$ cat src/rtl/dmem_arbiter_pkg.sv
`default_nettype none
// ---------------------------------------------------------------------------
// dmem_arbiter_pkg : shared constants and FSM encoding for dmem_arbiter.
// Optional read-modify-write support is enabled by DMEM_RMW_EN.
// Revision: 1.0
// ---------------------------------------------------------------------------
package dmem_arbiter_pkg;

    localparam logic [31:0] ZERO_WORD  = 32'h0000_0000;
    localparam logic        RD_ENABLE  = 1'b1;
    localparam logic        WR_ENABLE  = 1'b1;
    localparam logic        RST_ENABLE = 1'b1;

`ifdef DMEM_RMW_EN
    localparam logic [3:0]  BE_FULL    = 4'hF;
    localparam logic [3:0]  BE_NONE    = 4'h0;

    typedef enum logic [0:0] {
        IDLE   = 1'b0,
        RMW_WR = 1'b1
    } state_t;

    // Expand byte enables into a per-bit mask.
    function automatic logic [31:0] be_mask(input logic [3:0] be);
        logic [31:0] m;
        for (int i = 0; i < 4; i++) begin
            m[8*i +: 8] = {8{be[i]}};
        end
        return m;
    endfunction
`else
    typedef enum logic [0:0] {
        IDLE = 1'b0
    } state_t;
`endif

endpackage
`default_nettype wire

$ cat src/rtl/rr_arb2.sv
`default_nettype none
// ---------------------------------------------------------------------------
// rr_arb2 : two-way round-robin selector; the port not granted last wins ties.
// Revision: 1.0
// ---------------------------------------------------------------------------
module rr_arb2 (
    input  logic       clk,
    input  logic       rst,
    input  logic [1:0] req,
    input  logic       upd,
    input  logic       upd_id,
    output logic       any,
    output logic       sel
);
    import dmem_arbiter_pkg::*;

    logic last;

    // Pointer starts at port 1 so port 0 wins the first contention.
    always_ff @(posedge clk) begin
        if (rst == RST_ENABLE) begin
            last <= 1'b1;
        end else if (upd) begin
            last <= upd_id;
        end
    end

    assign any = |req;
    assign sel = req[1] & (~req[0] | ~last);

endmodule
`default_nettype wire

$ cat src/rtl/dmem_arbiter.sv
`default_nettype none
// ---------------------------------------------------------------------------
// dmem_arbiter : two-master data-memory arbiter with single-cycle access.
// Define DMEM_RMW_EN to merge partial writes through a read-modify-write pass.
// Revision: 1.0
// ---------------------------------------------------------------------------
module dmem_arbiter #(
    parameter int ADDR_W = 32,
    parameter int DATA_W = 32
) (
    input  logic              clk,
    input  logic              rst,
    input  logic              m0_req,
    input  logic              m0_we,
    input  logic [ADDR_W-1:0] m0_addr,
    input  logic [DATA_W-1:0] m0_wdata,
    input  logic [3:0]        m0_be,
    output logic              m0_gnt,
    output logic              m0_rvalid,
    output logic [DATA_W-1:0] m0_rdata,
    input  logic              m1_req,
    input  logic              m1_we,
    input  logic [ADDR_W-1:0] m1_addr,
    input  logic [DATA_W-1:0] m1_wdata,
    input  logic [3:0]        m1_be,
    output logic              m1_gnt,
    output logic              m1_rvalid,
    output logic [DATA_W-1:0] m1_rdata,
    output logic              ram_cre_o,
    output logic              ram_cwe_o,
    output logic [ADDR_W-1:0] ram_addr_o,
    output logic [DATA_W-1:0] ram_wdata_o,
    input  logic [DATA_W-1:0] ram_rdata_i
);
    import dmem_arbiter_pkg::*;

    logic              live;
    logic              active;
    logic              req_any;
    logic              arb_sel;
    logic              owner;
    logic              grant;
    logic              rd_grant;
    logic              own_we;
    logic [ADDR_W-1:0] own_addr;
    logic [DATA_W-1:0] own_wdata;
    logic              cre;
    logic              cwe;
    logic [ADDR_W-1:0] addr_mux;
    logic [DATA_W-1:0] wdata_mux;
    logic              rvalid0_q;
    logic              rvalid1_q;
    logic [DATA_W-1:0] rdata0_q;
    logic [DATA_W-1:0] rdata1_q;

    // Requests seen while reset is asserted are masked out entirely.
    assign live = (rst != RST_ENABLE);

    rr_arb2 u_rr_arb2 (
        .clk    (clk),
        .rst    (rst),
        .req    ({m1_req & live, m0_req & live}),
        .upd    (grant),
        .upd_id (owner),
        .any    (req_any),
        .sel    (arb_sel)
    );

`ifdef DMEM_RMW_EN
    state_t            state;
    logic              rmw_owner;
    logic [DATA_W-1:0] rmw_word;
    logic              rmw_start;
    logic [3:0]        own_be;
    logic [DATA_W-1:0] merged;

    assign owner  = (state == RMW_WR) ? rmw_owner : arb_sel;
    assign active = live & (req_any | (state == RMW_WR));
    assign own_be = owner ? m1_be : m0_be;
    assign merged = (own_wdata & be_mask(own_be)) | (rmw_word & ~be_mask(own_be));
`else
    logic unused_be;
    assign unused_be = ^{m0_be, m1_be};
    assign owner     = arb_sel;
    assign active    = live & req_any;
`endif

    assign own_we    = owner ? m1_we    : m0_we;
    assign own_addr  = owner ? m1_addr  : m0_addr;
    assign own_wdata = owner ? m1_wdata : m0_wdata;

    always_comb begin
        cre       = ~RD_ENABLE;
        cwe       = ~WR_ENABLE;
        addr_mux  = '0;
        wdata_mux = ZERO_WORD;
        grant     = 1'b0;
`ifdef DMEM_RMW_EN
        rmw_start = 1'b0;
`endif
        if (active) begin
            addr_mux = own_addr;
`ifdef DMEM_RMW_EN
            if (state == RMW_WR) begin
                cwe       = WR_ENABLE;
                wdata_mux = merged;
                grant     = 1'b1;
            end else if (!own_we) begin
                cre   = RD_ENABLE;
                grant = 1'b1;
            end else if (own_be == BE_FULL) begin
                cwe       = WR_ENABLE;
                wdata_mux = own_wdata;
                grant     = 1'b1;
            end else if (own_be == BE_NONE) begin
                grant = 1'b1;
            end else begin
                // Partial write: fetch the old word now, write the merge next cycle.
                cre       = RD_ENABLE;
                rmw_start = 1'b1;
            end
`else
            if (!own_we) begin
                cre   = RD_ENABLE;
                grant = 1'b1;
            end else begin
                cwe       = WR_ENABLE;
                wdata_mux = own_wdata;
                grant     = 1'b1;
            end
`endif
        end
    end

`ifdef DMEM_RMW_EN
    always_ff @(posedge clk) begin
        if (rst == RST_ENABLE) begin
            state     <= IDLE;
            rmw_owner <= 1'b0;
            rmw_word  <= ZERO_WORD;
        end else begin
            case (state)
                IDLE: begin
                    if (rmw_start) begin
                        state     <= RMW_WR;
                        rmw_owner <= owner;
                        rmw_word  <= ram_rdata_i;
                    end
                end
                RMW_WR:  state <= IDLE;
                default: state <= IDLE;
            endcase
        end
    end
`endif

    assign rd_grant = grant & ~own_we;

    always_ff @(posedge clk) begin
        if (rst == RST_ENABLE) begin
            rvalid0_q <= 1'b0;
            rvalid1_q <= 1'b0;
            rdata0_q  <= ZERO_WORD;
            rdata1_q  <= ZERO_WORD;
        end else begin
            rvalid0_q <= rd_grant & ~owner;
            rvalid1_q <= rd_grant & owner;
            if (rd_grant && !owner) begin
                rdata0_q <= ram_rdata_i;
            end
            if (rd_grant && owner) begin
                rdata1_q <= ram_rdata_i;
            end
        end
    end

    assign m0_gnt      = grant & ~owner;
    assign m1_gnt      = grant & owner;
    assign m0_rvalid   = live & rvalid0_q;
    assign m1_rvalid   = live & rvalid1_q;
    assign m0_rdata    = live ? rdata0_q : ZERO_WORD;
    assign m1_rdata    = live ? rdata1_q : ZERO_WORD;
    assign ram_cre_o   = cre;
    assign ram_cwe_o   = cwe;
    assign ram_addr_o  = addr_mux;
    assign ram_wdata_o = wdata_mux;

endmodule
`default_nettype wire
$ cat config.mk
export PLATFORM = sky130hd
export DESIGN_NAME = dmem_arbiter
export DESIGN_NICKNAME = d
export VERILOG_FILES = /design/src/rtl/dmem_arbiter_pkg.sv /design/src/rtl/rr_arb2.sv /design/src/rtl/dmem_arbiter.sv
export SDC_FILE = /design/constraint.sdc
export NUM_CORES = 1
export LEC_CHECK = 0
export ABC_AREA = 1
export BUFFER_PORTS_ARGS = -buffer_cell sky130_fd_sc_hd__buf_2
export CORE_AREA = 5 5 117 119
export DETAILED_ROUTE_END_ITERATION = 7
export DIE_AREA = 0 0 122 124
export GPL_TIMING_DRIVEN = 0
export PLACE_DENSITY = 0.69
export SLEW_MARGIN = 20
export SYNTH_ARGS = -nofsm -noshare
export SYNTH_HDL_FRONTEND = slang
export SYNTH_HIERARCHICAL = 1
export SYNTH_SLANG_ARGS = --single-unit
$ cat constraint.sdc
create_clock -name clk -period 5.05 [get_ports clk]
set_input_delay 1.01 -clock clk [delete_from_list [all_inputs] [get_ports clk]]
set_output_delay 1.01 -clock clk [all_outputs]
set_load 0.01 [all_outputs]
* After elaboration in Yosys (flattened, before gate mapping)
Index checks and enable logic that the tools add are counted.
** Word-level totals
- Register bits after elaboration :: 67
- Output and inout bits :: 134
** Operators by class
- Bitwise gates (word level) :: 17
- Reductions and logical operators :: 4
- Multiplexer cells :: 13
** Operator list (number)
- two-way mux 32 bit :: 7
- AND 1 bit :: 11
- two-way mux 1 bit :: 6
- NOT 1 bit :: 5
- logical AND 1 bit :: 2
- OR reduction 2 bit :: 1
- zero test 1 bit :: 1
- bitwise OR 1 bit :: 1

* Depth between registers and ports, before layout
Gate-level depths: netlist of the first run.
- Depth after elaboration :: 9
- Gate-level depth with buffers :: 12

* Cells and area by module
The synthesis of the first run kept the hierarchy.
** By module, submodules not included
- dmem_arbiter :: area an instance 4001.3 µm², times used 1, cells an instance 719, sequential area each 1321.3 µm²
- rr_arb2 :: area an instance 53.8 µm², times used 1, cells an instance 8, sequential area each 20.0 µm²

* Least setup slack after synthesis of the first run
OpenSTA, ideal clock, no wires.
- Path type :: input to output
- Start :: input rst
- End :: output ram_addr_o[18]
- Stages on the path :: 9
- Arrival time :: 2.682 ns
- Path slack :: 1.358 ns
- Path buffers :: 5
- Data required time :: 4.040 ns
- Path through :: buf_2 buf_2 buf_2 nor2_1 a21boi_1 buf_2 buf_2 nand2_1 a21oi_1
** On the way
- Cells in the longest elaborated chain, start to end :: 7
** Ends and longest elaborated chain
- from (decl) :: RTL line dmem_arbiter.sv:12 : input logic rst,
- NOT 1 bit (*) :: RTL line dmem_arbiter.sv:57 : assign live = (rst != RST_ENABLE);
- AND 1 bit :: RTL line dmem_arbiter.sv:62 : .req ({m1_req & live, m0_req & live}),
- NOT 1 bit :: RTL line rr_arb2.sv:29 : assign sel = req[1] & (~req[0] | ~last);
- bitwise OR 1 bit :: RTL line rr_arb2.sv:29
- AND 1 bit (*) :: RTL line rr_arb2.sv:29
- named net arb_sel :: RTL line dmem_arbiter.sv:40 : logic arb_sel;
- two-way mux 32 bit (*) :: RTL line dmem_arbiter.sv:89 : assign own_addr = owner ? m1_addr : m0_addr;
- two-way mux 32 bit (*) :: RTL line dmem_arbiter.sv:101 : if (active) begin
- to (decl) :: RTL line dmem_arbiter.sv:31 : output logic [ADDR_W-1:0] ram_addr_o,
Mark *: on every way through the listed nets, which the timed path passes. The rest lies on a longest branch.

* Final worst setup path of the first run
- Start :: input rst
- End :: output ram_addr_o[21]
The elaborated chain is that of the path after synthesis.

==> results of run 1 <==
logic make-up after synthesis:
logic type / Yosys count / synth area share [%]
and+or+nand+nor: 500 / 48.78
buffers and inverters: 127 / 14.01
AOI/OAI and AO/OA: 33 / 4.135
DFF: 67 / 33.08
worst register-to-register path, delay by kind of cell, from the launching register on:
kind | cells | cell delay [ps]
and+or+nand+nor | 4 | 500
DFF | 1 | 310
AOI/OAI and AO/OA | 1 | 410
buffers and inverters | 2 | 360
metrics by stage:
stage               setup slack, ps  utilization [%]  instance area (um2)  instances
finish                        588.8            48.62                 6061       1214
global route                  325.2            48.62                 6061       1214
CTS                           551.9            48.62                 6061       1214
detailed placement            571.1            46.26                 5767       1198
global placement              546.8            46.26                 5767       1198
floorplan                      1358                -                 4055        727
report_power, final:
part / switching [mW] / internal (mW)
registers: 0.00471 / 0.548
logic: 0.182 / 0.123
clock network: 0.230 / 0.391
placed cells by master (no fill, tap or decap), types with 8 or more instances in the layout:
master	count
buf_2	330
nand2_1	328
nor2_1	103
inv_1	73
dfxtp_1	67
nand3_1	65
a21oi_1	32
clkbuf_1	9
clkbuf_16	9
buf_4	8
flip-flops by register name (all words and copies together), names as in the netlist:
name / cells
rdata0_q: 32
rdata1_q: 32
rvalid0_q: 1
rvalid1_q: 1
u_rr_arb2/last: 1
worst min-delay path by stage:
stage / startpoint / endpoint / slack, ps / cells past startpoint
after floorplan: u_rr_arb2/last / u_rr_arb2/last / 430 / 2
after global placement: u_rr_arb2/last / u_rr_arb2/last / 450 / 2
after detailed placement: u_rr_arb2/last / u_rr_arb2/last / 450 / 2
after CTS: u_rr_arb2/last / u_rr_arb2/last / 470 / 2
after global routing: u_rr_arb2/last / u_rr_arb2/last / 490 / 2
final: u_rr_arb2/last / u_rr_arb2/last / 470 / 2
layer usage:
metal  routed length [um]  share of wire (%)  vias up
met5                   11              0.064        -
met4                  348                2.0        2
met1                 6883                 40     2294
met2                 8496                 49      203
li1                     -                  -     2796
met3                 1536                8.9       24
layout make-up:
cell class,count,share of cell area (%)
timing repair buffer,299,24.69
tap,172,3.551
inverter,76,4.707
multi-input combinational,533,35.40
sequential,67,22.13
buffer,51,4.666
clock inverter,6,0.9083
clock buffer,10,3.943
==> key figures, run 1 <==
Pwr
  • Pwr per Cell Area: 244.0 nW/um2
  • Final Power: 1.479 mW
  • Max VDD drop: 166.5 uV
  • Leakage: 3.641 nW

Global routing
  • Vias in the first global route: 4832
  • Met2 usage: 37.78%
  • Total grt overflow: 0
  • GRT Max-Usage Layer: met2
  • First-pass GRT wire length: 25.10 mm
  • Routing usage on met3: 6.176%
  • Grt met1 use: 25.27%
  • Initial antenna violation count: 1
  • Total GRT Usage: 21.39%
  • Largest net degree at the start of global routing: 12

Clock tree
  • Clock slew at reported path FFs: 50 ps
  • TritonCTS clock tree: done
  • Htree depth: 3
  • CTS sink count: 67
  • Skew-Pair Late Insertion Delay: 340 ps
  • Root Driver: clkbuf_16
  • Hold-fix buffers, CTS: 0
  • Clock tree buffer depth: 2
  • Resize count post-CTS: 0
  • CTS buffer count: 9
  • Setup Fix Bufs, Post-CTS: 0

Worst setup path
  • R2r endpoint: rdata1_q[4]
  • Worst Setup SP: rst
  • Crit Path Class: input port to output port
  • Crit start category: input port
  • Cell family with most CP delay: buffers and inverters
  • Buf+Inv Stages, Crit Path: 7
  • R2r setup slk: 3360 ps
  • FF-to-FF path depth: 7
  • Stages on worst setup path: 11
  • Worst setup EP type: output port
  • CP arrival: 3450 ps
  • Slowest cell on the critical path: a21boi_1
  • WP data required: 4040 ps
  • CP endpoint: ram_addr_o[21]
  • Top cell by count, worst path: buf_2
  • CP peak stage delay: 440 ps
  • Critical path peak fanout: 10
  • CP cell instances: buf_2 -> buf_2 -> buf_2 -> buf_2 -> nor2_1 -> a21boi_1 -> buf_2 -> buf_2 -> nand2_1 -> a21oi_1 -> buf_2
  • Reg2reg start: u_rr_arb2/last

Synth
  • Post-Syn Area: 4055 um2
  • Sequential share of the synthesized area: 33.08%
  • Area contributors post-synth: dfxtp_1 (33%), nand2_1 (30%), nor2_1 (9.5%)
  • Synth area leader: dfxtp_1
  • Most common cell in the netlist: nand2_1
  • Netlist cell types: 15
  • FF+latch count, synth: 67
  • Most frequent cells after synthesis: nand2_1 (328), nor2_1 (103), inv_1 (73)
  • Mapped Nets: 901
  • Synth warnings: 6
  • Post-synth top area share: 33.08%
  • Top_reg_cell synth: dfxtp_1
  • Post-synth EDFFs: 0
  • FFs w/ async S/R, synth: 0%
  • Synth Area per Inst: 5.578 um2
  • Syn Inst Count: 727

STA
  • Slew @ Worst Pin: 518.7 ps
  • RSZ-0062 raised after global routing: false
  • Fin Clk Skew: 5.336 ps
  • WHS: 473.5 ps
  • Slew margin rel.: 65.42%
  • Max frequency: 224.2 MHz
  • Final min period: 4461 ps
  • Crit share post-route: 88.34%
  • Fin. Hold Viols: 0
  • Finish-stage setup viols: 0
  • Setup_tns: 0 ps
  • Fin. max-slew vios: 0

Placement
  • Final Wtd Congestion: 0.8502
  • PortBufs: 299
  • Post-DP HPWL: 14.04 mm

Floorplan
  • Core Rows: 41
  • # IOs: 308
  • Die Height: 124 um
  • Core footprint: 12470 um2
  • Die Wd: 122 um
  • Die ar.: 15130 um2
  • Initial Utilization: 32.53%

Detailed routing
  • Avg WL per Cell: 14.23 um
  • Via/cell ratio: 4.381
  • Post-Route WL: 17.28 mm
  • Iteration-0 DRC Markers: 275
  • Detail Route Antenna Nets: 0
  • Via count: 5319
  • Post-route DRC: 0
  • Pre-antenna DRT Iters: 4

Job
  • Max-cap viol count: 0

Final layout
  • Antenna Cells: 0
  • Share of cells above drive strength 1: 34.84%
  • Fill cell total of the finished layout: 1417
  • Area grow syn2layout: 49.46%
  • Multi-input gate area: 2146 um2
  • FF+latch area: 1341 um2
  • Final #Nets: 1211

Hold path
  • Hold Path Class: register to register

Run status
  • Outcome: completed
Power figures use the tool's default switching activity.
==> run 2, diff against run 1 <==
- ABC_AREA: 1 -> default
- CORE_AREA: 5 5 117 119 -> 5 5 115 117
- DIE_AREA: 0 0 122 124 -> 0 0 120 122
- PLACE_DENSITY: 0.69 -> 0.68
==> run 2 against run 1 <==
Effect of this change: design area is 4.5% lower; synthesized cell count shrank 48%; global-route usage fell by 3.5 points; fmax fell by 6.1%; non-clock buffer count fell by 18; setup slack got worse by 290 ps; critical path type unchanged; wire length fell by 19%; critical endpoint is now ram_wdata_o[6]; combinational power shrank 9.8%; final cell count down 31%.
==> key figures, run 2 <==
Run status
  • Outcome: completed

Worst setup path
  • CP cell instances: buf_2 -> clkbuf_2 -> clkbuf_1 -> nor2b_1 -> a21boi_0 -> buf_6 -> clkbuf_1 -> mux2i_1 -> nor3_1 -> buf_2
  • FF-to-FF path depth: 6
  • R2r setup slk: 3170 ps
  • Crit start category: input port
  • Worst setup EP type: output port
  • CP arrival: 3740 ps
  • CP peak stage delay: 550 ps
  • R2r endpoint: rdata0_q[10]
  • Cell family with most CP delay: buffers and inverters
  • Crit Path Class: input port to output port
  • Slowest cell on the critical path: clkbuf_1
  • Critical path peak fanout: 10
  • Reg2reg start: u_rr_arb2/last
  • Buf+Inv Stages, Crit Path: 6
  • WP data required: 4040 ps

Global routing
  • Vias in the first global route: 3967
  • Total grt overflow: 0
  • Total GRT Usage: 17.84%
  • Initial antenna violation count: 0
  • Largest net degree at the start of global routing: 13
  • First-pass GRT wire length: 20.67 mm

Placement
  • Final Wtd Congestion: 0.8340
  • Post-DP HPWL: 11.58 mm
  • PortBufs: 299

Final layout
  • Multi-input gate area: 2266 um2
  • Fill cell total of the finished layout: 1205
  • Area grow syn2layout: 52.69%
  • Most frequent cells in the layout: buf_2 (311), nor2b_1 (67), dfxtp_1 (67)
  • Share of cells above drive strength 1: 57.97%
  • Antenna Cells: 0
  • Commonest non-fill, non-tap cell in the layout: buf_2
  • Biggest regs: rdata0_q x32, rdata1_q x32
  • FF+latch area: 1341 um2
  • Final #Nets: 859
  • Final core occ: 47.20%

STA
  • Final min period: 4753 ps
  • Finish-stage setup viols: 0
  • Fin. Hold Viols: 0
  • Crit share post-route: 94.12%
  • Fin Clk Skew: 6.371 ps
  • Slew @ Worst Pin: 715.2 ps
  • Fin. max-slew vios: 0
  • Max frequency: 210.4 MHz
  • RSZ-0062 raised after global routing: false
  • Slew margin rel.: 52.32%

Synth
  • FFs w/ async S/R, synth: 0%
  • Sequential share of the synthesized area: 35.39%
  • Syn Inst Count: 375
  • Mapped Nets: 549
  • FF+latch count, synth: 67
  • Top_reg_cell synth: dfxtp_1
  • Netlist cell types: 21
  • Area contributors post-synth: dfxtp_1 (35%), mux2i_1 (17%), mux2_4 (11%)
  • Post-synth EDFFs: 0
  • Post-Syn Area: 3790 um2
  • Most frequent cells after synthesis: dfxtp_1 (67), nor2b_1 (67), mux2i_1 (65)
  • Synth warnings: 6
  • Synth area leader: dfxtp_1
  • Post-synth top area share: 35.39%
  • Synth Area per Inst: 10.11 um2

Clock tree
  • Root Driver: clkbuf_16
  • CTS buffer count: 9
  • CTS sink count: 67
  • Clock tree buffer depth: 2
  • TritonCTS clock tree: done
  • Resize count post-CTS: 1
  • Clock slew at reported path FFs: 50 ps
  • Hold-fix buffers, CTS: 0
  • Skew-Pair Late Insertion Delay: 330 ps
  • Setup Fix Bufs, Post-CTS: 0
  • Htree depth: 3

Floorplan
  • Initial Utilization: 30.91%
  • Core footprint: 12260 um2
  • Core Rows: 41
  • Die ar.: 14640 um2
  • Die Height: 122 um
  • # IOs: 308
  • Die Wd: 120 um

Hold path
  • Hold Path Class: register to register
  • Worst hold endpoint: u_rr_arb2/last
  • Cell count of the worst hold path: 2
  • Worst Min Path Start: u_rr_arb2/last

Pwr
  • Leakage: 3.160 nW
  • Pwr per Cell Area: 250.2 nW/um2
  • Final Power: 1.448 mW
  • Max VDD drop: 251.8 uV

Detailed routing
  • Post-Route WL: 13.99 mm
  • Iteration-0 DRC Markers: 108
  • Detail Route Antenna Nets: 0
  • Via/cell ratio: 4.605
  • Avg WL per Cell: 16.65 um
  • Via count: 3868
  • Pre-antenna DRT Iters: 4
  • Post-route DRC: 0

Job
  • Max-cap viol count: 0
## run 2: layer usage
metal,vias to the layer above,global-route usage [%],part of all wire [%]
met5,-,0,0
met4,0,5.154,1.3
met3,17,6.221,9.2
met2,176,29.43,48
met1,1778,22.09,41
li1,1897,-,-
## run 2: cells by family after synthesis
| kind of cell | share of synthesized area (%) |
|---|---|
| compound gates | 0.4293 |
| mux | 38.96 |
| buf+inv | 4.919 |
| flops | 35.39 |
| simple gates | 20.30 |
## run 2: worst max path at each step
stage / depth (start not counted) / slack [ps] / endpoint / start
final: 10 / 300 / ram_wdata_o[6] / rst
after global routing: 10 / 50 / ram_wdata_o[6] / rst
after CTS: 10 / 8 / ram_wdata_o[22] / rst
after detailed placement: 11 / -30 / ram_addr_o[23] / rst
after global placement: 11 / 60 / ram_addr_o[27] / rst
after floorplan: 9 / 1060 / ram_addr_o[20] / rst
## run 2: power by group
part / total [mW] / switching (mW) / internal (mW)
clock: 0.621 / 0.224 / 0.397
sequential: 0.552 / 0.00368 / 0.548
combinational: 0.275 / 0.135 / 0.140
## run 2: through the flow
step,hold slack [ps],instance area [um2],cells,setup slack (ps),setup TNS (ps)
6_report,575.0,5787,840,296.8,0
5_1_grt,616.6,5787,840,47.55,0
2_1_floorplan,525.1,3790,375,1055,0
3_5_place_dp,568.0,5474,824,-33.79,-112.1
3_3_place_gp,536.1,5474,824,59.69,0
4_1_cts,582.3,5781,840,8.068,0
## run 2: worst min-delay path: stages, from the launching register on
cell	delay, ps
dfxtp_1	320
nor2b_1	130
a211o_1	100
## run 2: final cells by class
| type | instances | share of cell area, % |
|---|---|---|
| flip-flops and latches | 67 | 23.18 |
| well taps | 150 | 3.243 |
| plain buffers | 33 | 3.092 |
| clock buffers | 11 | 4.195 |
| multi-input cells | 272 | 39.16 |
| inverters | 3 | 0.1946 |
| repair buffers | 299 | 25.86 |
| clock inverters | 5 | 1.081 |
